File: src/rtl/uart_host_ctrl.sv
// Host-side TX/RX byte FIFOs in front of uart_top's parallel interface; the TX FSM feeds one byte per frame.
// Optional statistics counters (tx_count, rx_count, drop_count) are built when UART_HOST_STATS_EN is defined.
module uart_host_ctrl #(
   parameter int DEPTH        = 16,
   parameter int CLKS_PER_BIT = 104,
   parameter int TIMEOUT_BITS = 12
) (
   input  logic                   clk,
   input  logic                   rst,
   input  logic                   wr_en,
   input  logic [7:0]             wr_data,
   output logic                   tx_full,
   output logic [$clog2(DEPTH):0] tx_level,
   output logic                   tx_busy,
   output logic                   tx_timeout,
   input  logic                   rd_en,
   output logic [7:0]             rd_data,
   output logic                   rx_empty,
   output logic [$clog2(DEPTH):0] rx_level,
   output logic                   rx_overrun,
   input  logic                   flag_clr,
   output logic [7:0]             uart_dintx,
   output logic                   uart_send,
   input  logic                   uart_donetx,
   input  logic [7:0]             uart_doutrx,
   input  logic                   uart_donerx
`ifdef UART_HOST_STATS_EN
   ,
   output logic [15:0]            tx_count,
   output logic [15:0]            rx_count,
   output logic [7:0]             drop_count
`endif
);
   localparam int AW = $clog2(DEPTH);
   localparam int CW = $clog2(TIMEOUT_BITS * CLKS_PER_BIT);
   localparam logic [CW-1:0] SEND_LAST = CW'(CLKS_PER_BIT - 1);
   localparam logic [CW-1:0] WAIT_LAST = CW'(TIMEOUT_BITS * CLKS_PER_BIT - 1);
   localparam logic [AW:0]   FULL_LVL  = (AW + 1)'(DEPTH);

   typedef enum logic [2:0] {IDLE, LOAD, SEND, WAIT, GAP} state_t;
   state_t state, state_nx;

   logic [CW-1:0] cnt;
   logic          done_seen, tx_done_evt, tx_to_evt;
   logic          donetx_p0, donerx_p0, tx_rise_p1, rx_rise_p1;
   logic [7:0]    rx_byte_p1;
   logic [7:0]    tx_mem [DEPTH];
   logic [7:0]    rx_mem [DEPTH];
   logic [AW-1:0] tx_wptr, tx_rptr, rx_wptr, rx_rptr;
   logic          tx_push, tx_pop, rx_full, rx_push, rx_pop, rx_drop;

   // Stage p0 -> p1: registered rising-edge detect of the uart_top strobes
   always_ff @(posedge clk or negedge rst) begin
      if (!rst) begin
         donetx_p0  <= 1'b0;
         donerx_p0  <= 1'b0;
         tx_rise_p1 <= 1'b0;
         rx_rise_p1 <= 1'b0;
      end else begin
         donetx_p0  <= uart_donetx;
         donerx_p0  <= uart_donerx;
         tx_rise_p1 <= uart_donetx & ~donetx_p0;
         rx_rise_p1 <= uart_donerx & ~donerx_p0;
      end
   end

   always_ff @(posedge clk) rx_byte_p1 <= uart_doutrx;

   assign tx_full  = (tx_level == FULL_LVL);
   assign tx_push  = wr_en && !tx_full;
   assign tx_pop   = (state == LOAD);
   assign rx_full  = (rx_level == FULL_LVL);
   assign rx_empty = (rx_level == '0);
   assign rx_pop   = rd_en && !rx_empty;
   assign rx_push  = rx_rise_p1 && (!rx_full || rx_pop);
   assign rx_drop  = rx_rise_p1 && rx_full && !rx_pop;
   assign rd_data  = rx_empty ? 8'h00 : rx_mem[rx_rptr];

   assign uart_send = (state == SEND);
   assign tx_busy   = (state != IDLE);

   always_ff @(posedge clk) begin
      if (tx_push) tx_mem[tx_wptr] <= wr_data;
      if (rx_push) rx_mem[rx_wptr] <= rx_byte_p1;
   end

   always_ff @(posedge clk or negedge rst) begin
      if (!rst) begin
         tx_wptr    <= '0;
         tx_rptr    <= '0;
         tx_level   <= '0;
         rx_wptr    <= '0;
         rx_rptr    <= '0;
         rx_level   <= '0;
         rx_overrun <= 1'b0;
         uart_dintx <= 8'h00;
      end else begin
         if (tx_push) tx_wptr <= tx_wptr + 1'b1;
         if (tx_pop) begin
            tx_rptr    <= tx_rptr + 1'b1;
            uart_dintx <= tx_mem[tx_rptr];
         end
         case ({tx_push, tx_pop})
            2'b10:   tx_level <= tx_level + 1'b1;
            2'b01:   tx_level <= tx_level - 1'b1;
            default: tx_level <= tx_level;
         endcase
         if (rx_push) rx_wptr <= rx_wptr + 1'b1;
         if (rx_pop)  rx_rptr <= rx_rptr + 1'b1;
         case ({rx_push, rx_pop})
            2'b10:   rx_level <= rx_level + 1'b1;
            2'b01:   rx_level <= rx_level - 1'b1;
            default: rx_level <= rx_level;
         endcase
         if (rx_drop)       rx_overrun <= 1'b1;
         else if (flag_clr) rx_overrun <= 1'b0;
      end
   end

   always_comb begin
      state_nx    = state;
      tx_done_evt = 1'b0;
      tx_to_evt   = 1'b0;
      case (state)
         IDLE: if (tx_level != '0) state_nx = LOAD;
         LOAD: state_nx = SEND;
         SEND: if (cnt == SEND_LAST) state_nx = WAIT;
         WAIT: begin
            // A completion seen while still sending is honoured as soon as WAIT starts
            if (done_seen || tx_rise_p1) begin
               state_nx    = GAP;
               tx_done_evt = 1'b1;
            end else if (cnt == WAIT_LAST) begin
               state_nx  = GAP;
               tx_to_evt = 1'b1;
            end
         end
         GAP:     state_nx = IDLE;
         default: state_nx = IDLE;
      endcase
   end

   always_ff @(posedge clk or negedge rst) begin
      if (!rst) begin
         state      <= IDLE;
         cnt        <= '0;
         done_seen  <= 1'b0;
         tx_timeout <= 1'b0;
      end else begin
         state <= state_nx;
         if (state_nx != state)                  cnt <= '0;
         else if (state == SEND || state == WAIT) cnt <= cnt + 1'b1;
         if (state == LOAD)                      done_seen <= 1'b0;
         else if (state == SEND && tx_rise_p1)   done_seen <= 1'b1;
         if (tx_to_evt)     tx_timeout <= 1'b1;
         else if (flag_clr) tx_timeout <= 1'b0;
      end
   end

`ifdef UART_HOST_STATS_EN
   always_ff @(posedge clk or negedge rst) begin
      if (!rst) begin
         tx_count   <= '0;
         rx_count   <= '0;
         drop_count <= '0;
      end else begin
         if (tx_done_evt) tx_count <= tx_count + 1'b1;
         if (rx_push)     rx_count <= rx_count + 1'b1;
         if (rx_drop && drop_count != 8'hFF) drop_count <= drop_count + 1'b1;
      end
   end
`else
   // Statistics disabled: no counters are built.
`endif

endmodule

File: config.mk
export PLATFORM = sky130hd
export DESIGN_NAME = uart_host_ctrl
export DESIGN_NICKNAME = d
export VERILOG_FILES = /design/src/rtl/uart_host_ctrl.sv
export SDC_FILE = /design/constraint.sdc
export NUM_CORES = 1
export LEC_CHECK = 0
export ABC_AREA = 1
export BUFFER_PORTS_ARGS = -buffer_cell sky130_fd_sc_hd__clkbuf_2
export CORE_MARGIN = 4
export CORE_UTILIZATION = 41
export DETAILED_ROUTE_END_ITERATION = 7
export MAX_ROUTING_LAYER = met4
export PLACE_DENSITY = 0.67
export SKIP_LAST_GASP = 1
export SLEW_MARGIN = 20
export SYNTH_ARGS = -nofsm -noshare
export SYNTH_HDL_FRONTEND = slang
export SYNTH_SLANG_ARGS = --single-unit
File: constraint.sdc
create_clock -name clk -period 3.4 [get_ports clk]
set_clock_uncertainty 0.15 [all_clocks]
set_input_delay 0.17 -clock clk [delete_from_list [all_inputs] [get_ports clk]]
set_output_delay 0.17 -clock clk [all_outputs]
set_load 0.03 [all_outputs]
== Yosys cells after proc, flatten, opt, wreduce, memory -nomap -nowiden ==
Memories as Yosys holds them, arrays and structs flattened. A register that Yosys moved wholly into a read port is not among the register bits.
Index checks and enable logic that the tools add are counted.

* Memories kept: 2
* Output and inout bits: 32
* RAM bits: 256
* Register bits after elaboration: 55
* Logic and storage cells: 89
* Input port bits: 23

{| class="wikitable"
|+ Memory list
! memory !! depth !! bits a word !! read ports !! clocked after memory_dff !! write ports !! RTL line !! RTL
|-
| rx_mem || 16 || 8 || 1 || 0 || 1 || 48 || <nowiki>logic [7:0] rx_mem [DEPTH];</nowiki>
|-
| tx_mem || 16 || 8 || 1 || 1 || 1 || 47 || <nowiki>logic [7:0] tx_mem [DEPTH];</nowiki>
|}

* Equality and inequality tests: 12
* $add $sub $neg: 9
* Multiplexer cells: 22
* Bitwise logic cells: 4
* Reductions and logical operators: 24

{| class="wikitable"
|+ Operators with widths
! operator !! number
|-
| 11-bit 2-to-1 mux || 2
|-
| 5-bit case mux with 2 select lines || 2
|-
| 4-bit by 1-bit adder with 4-bit output (second input constant) || 4
|-
| 1-bit 2-to-1 mux || 12
|-
| 3-bit 2-to-1 mux || 4
|-
| 3-bit case mux with 4 select lines || 1
|-
| 2-bit nonzero test || 6
|-
| 11-bit by 1-bit adder with 11-bit output (second input constant) || 1
|-
| 11-bit == test (second input constant) || 1
|-
| 11-bit by 7-bit == test with 1-bit output (second input constant) || 1
|-
| 5-bit by 1-bit adder with 5-bit output (second input constant) || 2
|-
| 5-bit == test (second input constant) || 2
|-
| 5-bit by 1-bit subtractor with 5-bit output (second input constant) || 2
|-
| 8-bit 2-to-1 mux || 1
|-
| 3-bit by 2-bit == test with 1-bit output (second input constant) || 2
|-
| 1-bit logical AND || 6
|-
| 1-bit logical NOT || 5
|-
| 5-bit logical NOT || 1
|-
| 5-bit nonzero test || 1
|-
| 2-bit by 1-bit == test with 1-bit output (second input constant) || 2
|-
| 2-bit == test (second input constant) || 2
|-
| 3-bit by 1-bit == test with 1-bit output (second input constant) || 1
|-
| 3-bit logical NOT || 1
|-
| 1-bit logical OR || 3
|-
| 4 further kinds || 6
|}

== Logic depth before layout (Yosys ltp) ==
* Depth in word-level cells: 7
* Gate-level depth with buffers: 16

== Least setup slack after synthesis ==
OpenSTA, ideal clock, no wires.

* Path type: register to register
* Start point: register rx_level[0]
* End point: register rx_level[4]
* Data required time: 3.133 ns
* Library setup time: 0.117 ns
* Arrival: 2.311 ns
* Stages on the path, launching flop included: 17
* Path slack: 0.823 ns
* Path buffers: 1
* Cells stage by stage: dfrtp_1 inv_1 nand3_1 nor3_1 nor2_1 buf_2 inv_1 ha_1 inv_1 fa_1 inv_1 nand2_1 nand2_1 a21oi_1 xor2_1 nand2_1 nand2_1

* Word-level cells in the longest chain between the ends: 7

{| class="wikitable"
|+ Ends and longest elaborated chain
! what !! RTL line !! RTL
|-
| start: declaration || 19 || <nowiki>output logic [$clog2(DEPTH):0] rx_level,</nowiki>
|-
| start signal: assignment || 111 || <nowiki>2'b10: rx_level <= rx_level + 1'b1;</nowiki>
|-
| start signal: assignment || 112 || <nowiki>2'b01: rx_level <= rx_level - 1'b1;</nowiki>
|-
| start signal: assignment || 113 || <nowiki>default: rx_level <= rx_level;</nowiki>
|-
| 5-bit logical NOT || 73 || <nowiki>assign rx_empty = (rx_level == '0);</nowiki>
|-
| 1-bit logical NOT || 74 || <nowiki>assign rx_pop = rd_en && !rx_empty;</nowiki>
|-
| 1-bit logical AND || 74 ||
|-
| 1-bit logical OR || 75 || <nowiki>assign rx_push = rx_rise_p1 && (!rx_full || rx_pop);</nowiki>
|-
| 1-bit logical AND || 75 ||
|-
| 2-bit by 1-bit == test with 1-bit output / 2-bit == test (equally long branches) || 110 || <nowiki>case ({rx_push, rx_pop})</nowiki>
|-
| 5-bit case mux with 2 select lines / 2-bit nonzero test (equally long branches) || n/a ||
|}

Several ways; a longest one is shown, not always the timed one.
A chain may end at the register's enable or synchronous reset.

== Worst setup path after layout ==
* Start point: register rx_rptr[0]
* End point: output rd_data[6]

* Word-level cells in the longest chain between the ends: 2

{| class="wikitable"
|+ Ends and longest elaborated chain
! what !! RTL line !! RTL
|-
| start: declaration || 49 || <nowiki>logic [AW-1:0] tx_wptr, tx_rptr, rx_wptr, rx_rptr;</nowiki>
|-
| start signal: assignment || 109 || <nowiki>if (rx_pop) rx_rptr <= rx_rptr + 1'b1;</nowiki>
|-
| memory 16 x 8 bit || n/a ||
|-
| 8-bit 2-to-1 mux || 77 || <nowiki>assign rd_data = rx_empty ? 8'h00 : rx_mem[rx_rptr];</nowiki>
|-
| end: declaration || 17 || <nowiki>output logic [7:0] rd_data,</nowiki>
|}

No other way between the ends.

==> results.ini <==
[run_status]
status = finished with violations
violations = hold timing

[final_layout]
final_cells = 1742
area_growth_pct = 15.2
n_antenna_cell = 0
stdcell_area_um2 = 15400
final_layout_size_suffix_gt1_frac = 0.121
nets = 1326
fill_cells = 2880

[timing]
grt_setup_unrepaired = no
max_freq_mhz = 324
tightest_slew_ps = 878
final_hold_viol_count = 14
final_max_slew_viol_count = 0
relSlewSlack = 0.414
setup_viol = 0
layout_min_cycle_time_ps = 3090
hold_ws_ps = -6.61
layout_setup_ws_ps = 314
setup_tns_ps = 0
period_share = 0.908

[yosys]
netlist_instances = 1204
synth_area_um2 = 13400
avgSynthCellArea_um2 = 11.1
syn-num-nets = 1248
ys_seq_elements = 319
ys_warn_count = 0
yosysSeqAreaShare = 0.690
synth.distinct_cells = 35

[setup_path]
crit_chain = inv_2 > buf_4 > nand2_1 > nand3_1 > nand3_1 > nand2_1 > nand2_1 > a21oi_1 > clkbuf_2
end_kind = primary output
crit_path_max_fanout = 42
cp_slowest_cell = inv_2
path_class = reg2out
cpMostUsedCell = nand2_1
worstPathArrival_ps = 2770
reg2reg_setup_slack_ps = 650
startpoint = rx_rptr[0]
critPathMaxStageDelay_ps = 560
reg2reg_from = rx_level[0]
critPathLaunchType = register
required_ps = 3080

[global_routing]
grt_antenna_before_repair = 0
grt_pass1_wl_mm = 48.4
grt.overflow.total = 0
gr-usage-all-layers = 0.175
grt_max_degree = 68
grt_pass1_vias = 8854

[routing]
vias = 8786
ant_nets = 0
drt_iter0_markers = 606
drtPass1Iterations = 5
vias_per_cell = 5.04
wl_per_cell_um = 17.1
drc_errors = 0
wl_mm = 29.7

[power]
p_leak_nw = 6.08
ir_drop_mv = 0.565
power.density_nw_per_um2 = 735

[clock_network]
postCtsSetupBuffers = 0
cts.hold.buffers_added = 14
cts_tree = yes
clockBufferDepth = 3
root_buffer = clkbuf_16
cts_resized = 0
cts_sinks = 319
clk_pin_slew_ps = 60
cts_htree_levels = 2
cts_made_buffers = 35
worstSkewPairLatency_ps = 510

[floorplanning]
rows = 65
core_um2 = 31900
die_h_um = 189
dieWidth_um = 189
die_area_um2 = 35600
start_util = 0.420
ioPinCount = 55

[job]
drv_cap = 0

[place]
io_buffers = 54
gp_congestion = 0.853
dp.cells = 1666
place_ws_ps = 764
place_area_um2 = 14100
dp_hpwl_mm = 18.7

[min_path]
worstHoldPathType = in2reg
hold_start = wr_data[1]

[Yosys cell counts, drive strengths merged]
library cell  number  area (um2)
nor3              18         101
dfrtp             55        1380
mux2i              1        10.0
ha                19         238
nand2            417        1570
a31o               1        8.76
buf               46         259
a22o               1        10.0
nand4              3        18.8
nor2              54         240
xor2              18         158
fa                 2        40.0
o22ai              1        6.26
a21boi             1        7.51
xnor2              7        61.3
o21ai             12        60.1
a21oi             11        55.1
o21bai             2        15.0
inv               48         180
dfxtp              8         160
nand3b             1        7.51
edfxtp           256        7690
a31oi              2        12.5
nand3            207        1040
clkinv             5        18.8
clkbuf             8        30.0
[per-layer routing]
metal	vias to the layer above	share of wire	GRT usage
met3	50	0.054	0.0274
met4	0	0.020	0.0443
met1	4226	0.45	0.236
met2	260	0.48	0.279
met5	-	0	-
li1	4250	-	-
[path summary, 6_finish.rpt]
kind / end / cells after the start
setup / recovery: rd_data[6] / 9
hold / removal: tx_mem[13][1] / 1
setup reg to reg: rx_level[4] / 16
hold reg to reg: tx_rise_p1 / 1
max in group asynchronous: tx_wptr[2] / 3
min in group asynchronous: cnt[7] / 2
[cells in the final DEF, fill, tap and decap left out, drive strengths merged]
cell type and n:
nand2 417, edfxtp 256, nand3 207, clkbuf 100
dfrtp 55, nor2 54, inv 50, buf 27
ha 19, xor2 18, nor3 18, dlygate4sd3 14
clkinv 14, o21ai 12, a21oi 11, dfxtp 8
xnor2 7, bufinv 4, nand4 3, o21bai 2
a31oi 2, fa 2, nand3b 1, a31o 1
mux2i 1, a21boi 1, o22ai 1, a22o 1
clkinvlp 1
[layout make-up]
type / instances / area [um2] / share of cell area
tap: 435 / 544 / 0.0353
inverter: 53 / 199 / 0.0129
timing repair buffer: 95 / 613 / 0.0398
clock inverter: 16 / 188 / 0.0122
sequential: 319 / 9230 / 0.599
clock buffer: 46 / 980 / 0.0636
multi-input combinational: 778 / 3660 / 0.238
[cells by family after synthesis]
logic type / after synthesis / synth area share
simple gates: 700 / 0.223
flops: 319 / 0.690
buf+inv: 107 / 0.0365
compound gates: 31 / 0.0131
xor+xnor: 25 / 0.0164
fa+ha+maj: 21 / 0.0208
mux: 1 / 0.000748
[through the flow]
stage | util | power, W
floorplan | - | 0.00678
global placement | 0.442 | 0.00755
detailed placement | 0.442 | 0.00760
CTS | 0.483 | 0.0114
global route | 0.483 | 0.0120
finish | 0.483 | 0.0113
[sequential cells by signal, indices dropped and copies added (netlist names), 3 cells and up]
register and count:
rx_mem 128, tx_mem 128, cnt 11, rx_byte_p1 8, uart_dintx 8, rx_level 5, tx_level 5, rx_rptr 4
rx_wptr 4, tx_rptr 4, tx_wptr 4, state 3
[report_power, final]
| part | switching, W | total, W | internal [W] |
|---|---|---|---|
| logic | 0.00194 | 0.00274 | 0.000803 |
| registers | 0.000220 | 0.00481 | 0.00459 |
| clock network | 0.00145 | 0.00379 | 0.00234 |
| total | 0.00361 | 0.0113 | 0.00773 |
[worst max-delay path: cells and delay by family (launching register included)]
| family | cells | cell delay [ps] |
|---|---|---|
| buffers and inverters | 3 | 1210 |
| DFF | 1 | 410 |
| and+or+nand+nor | 5 | 380 |
| AOI/OAI and AO/OA | 1 | 210 |
(Power assumes the default switching activity.)
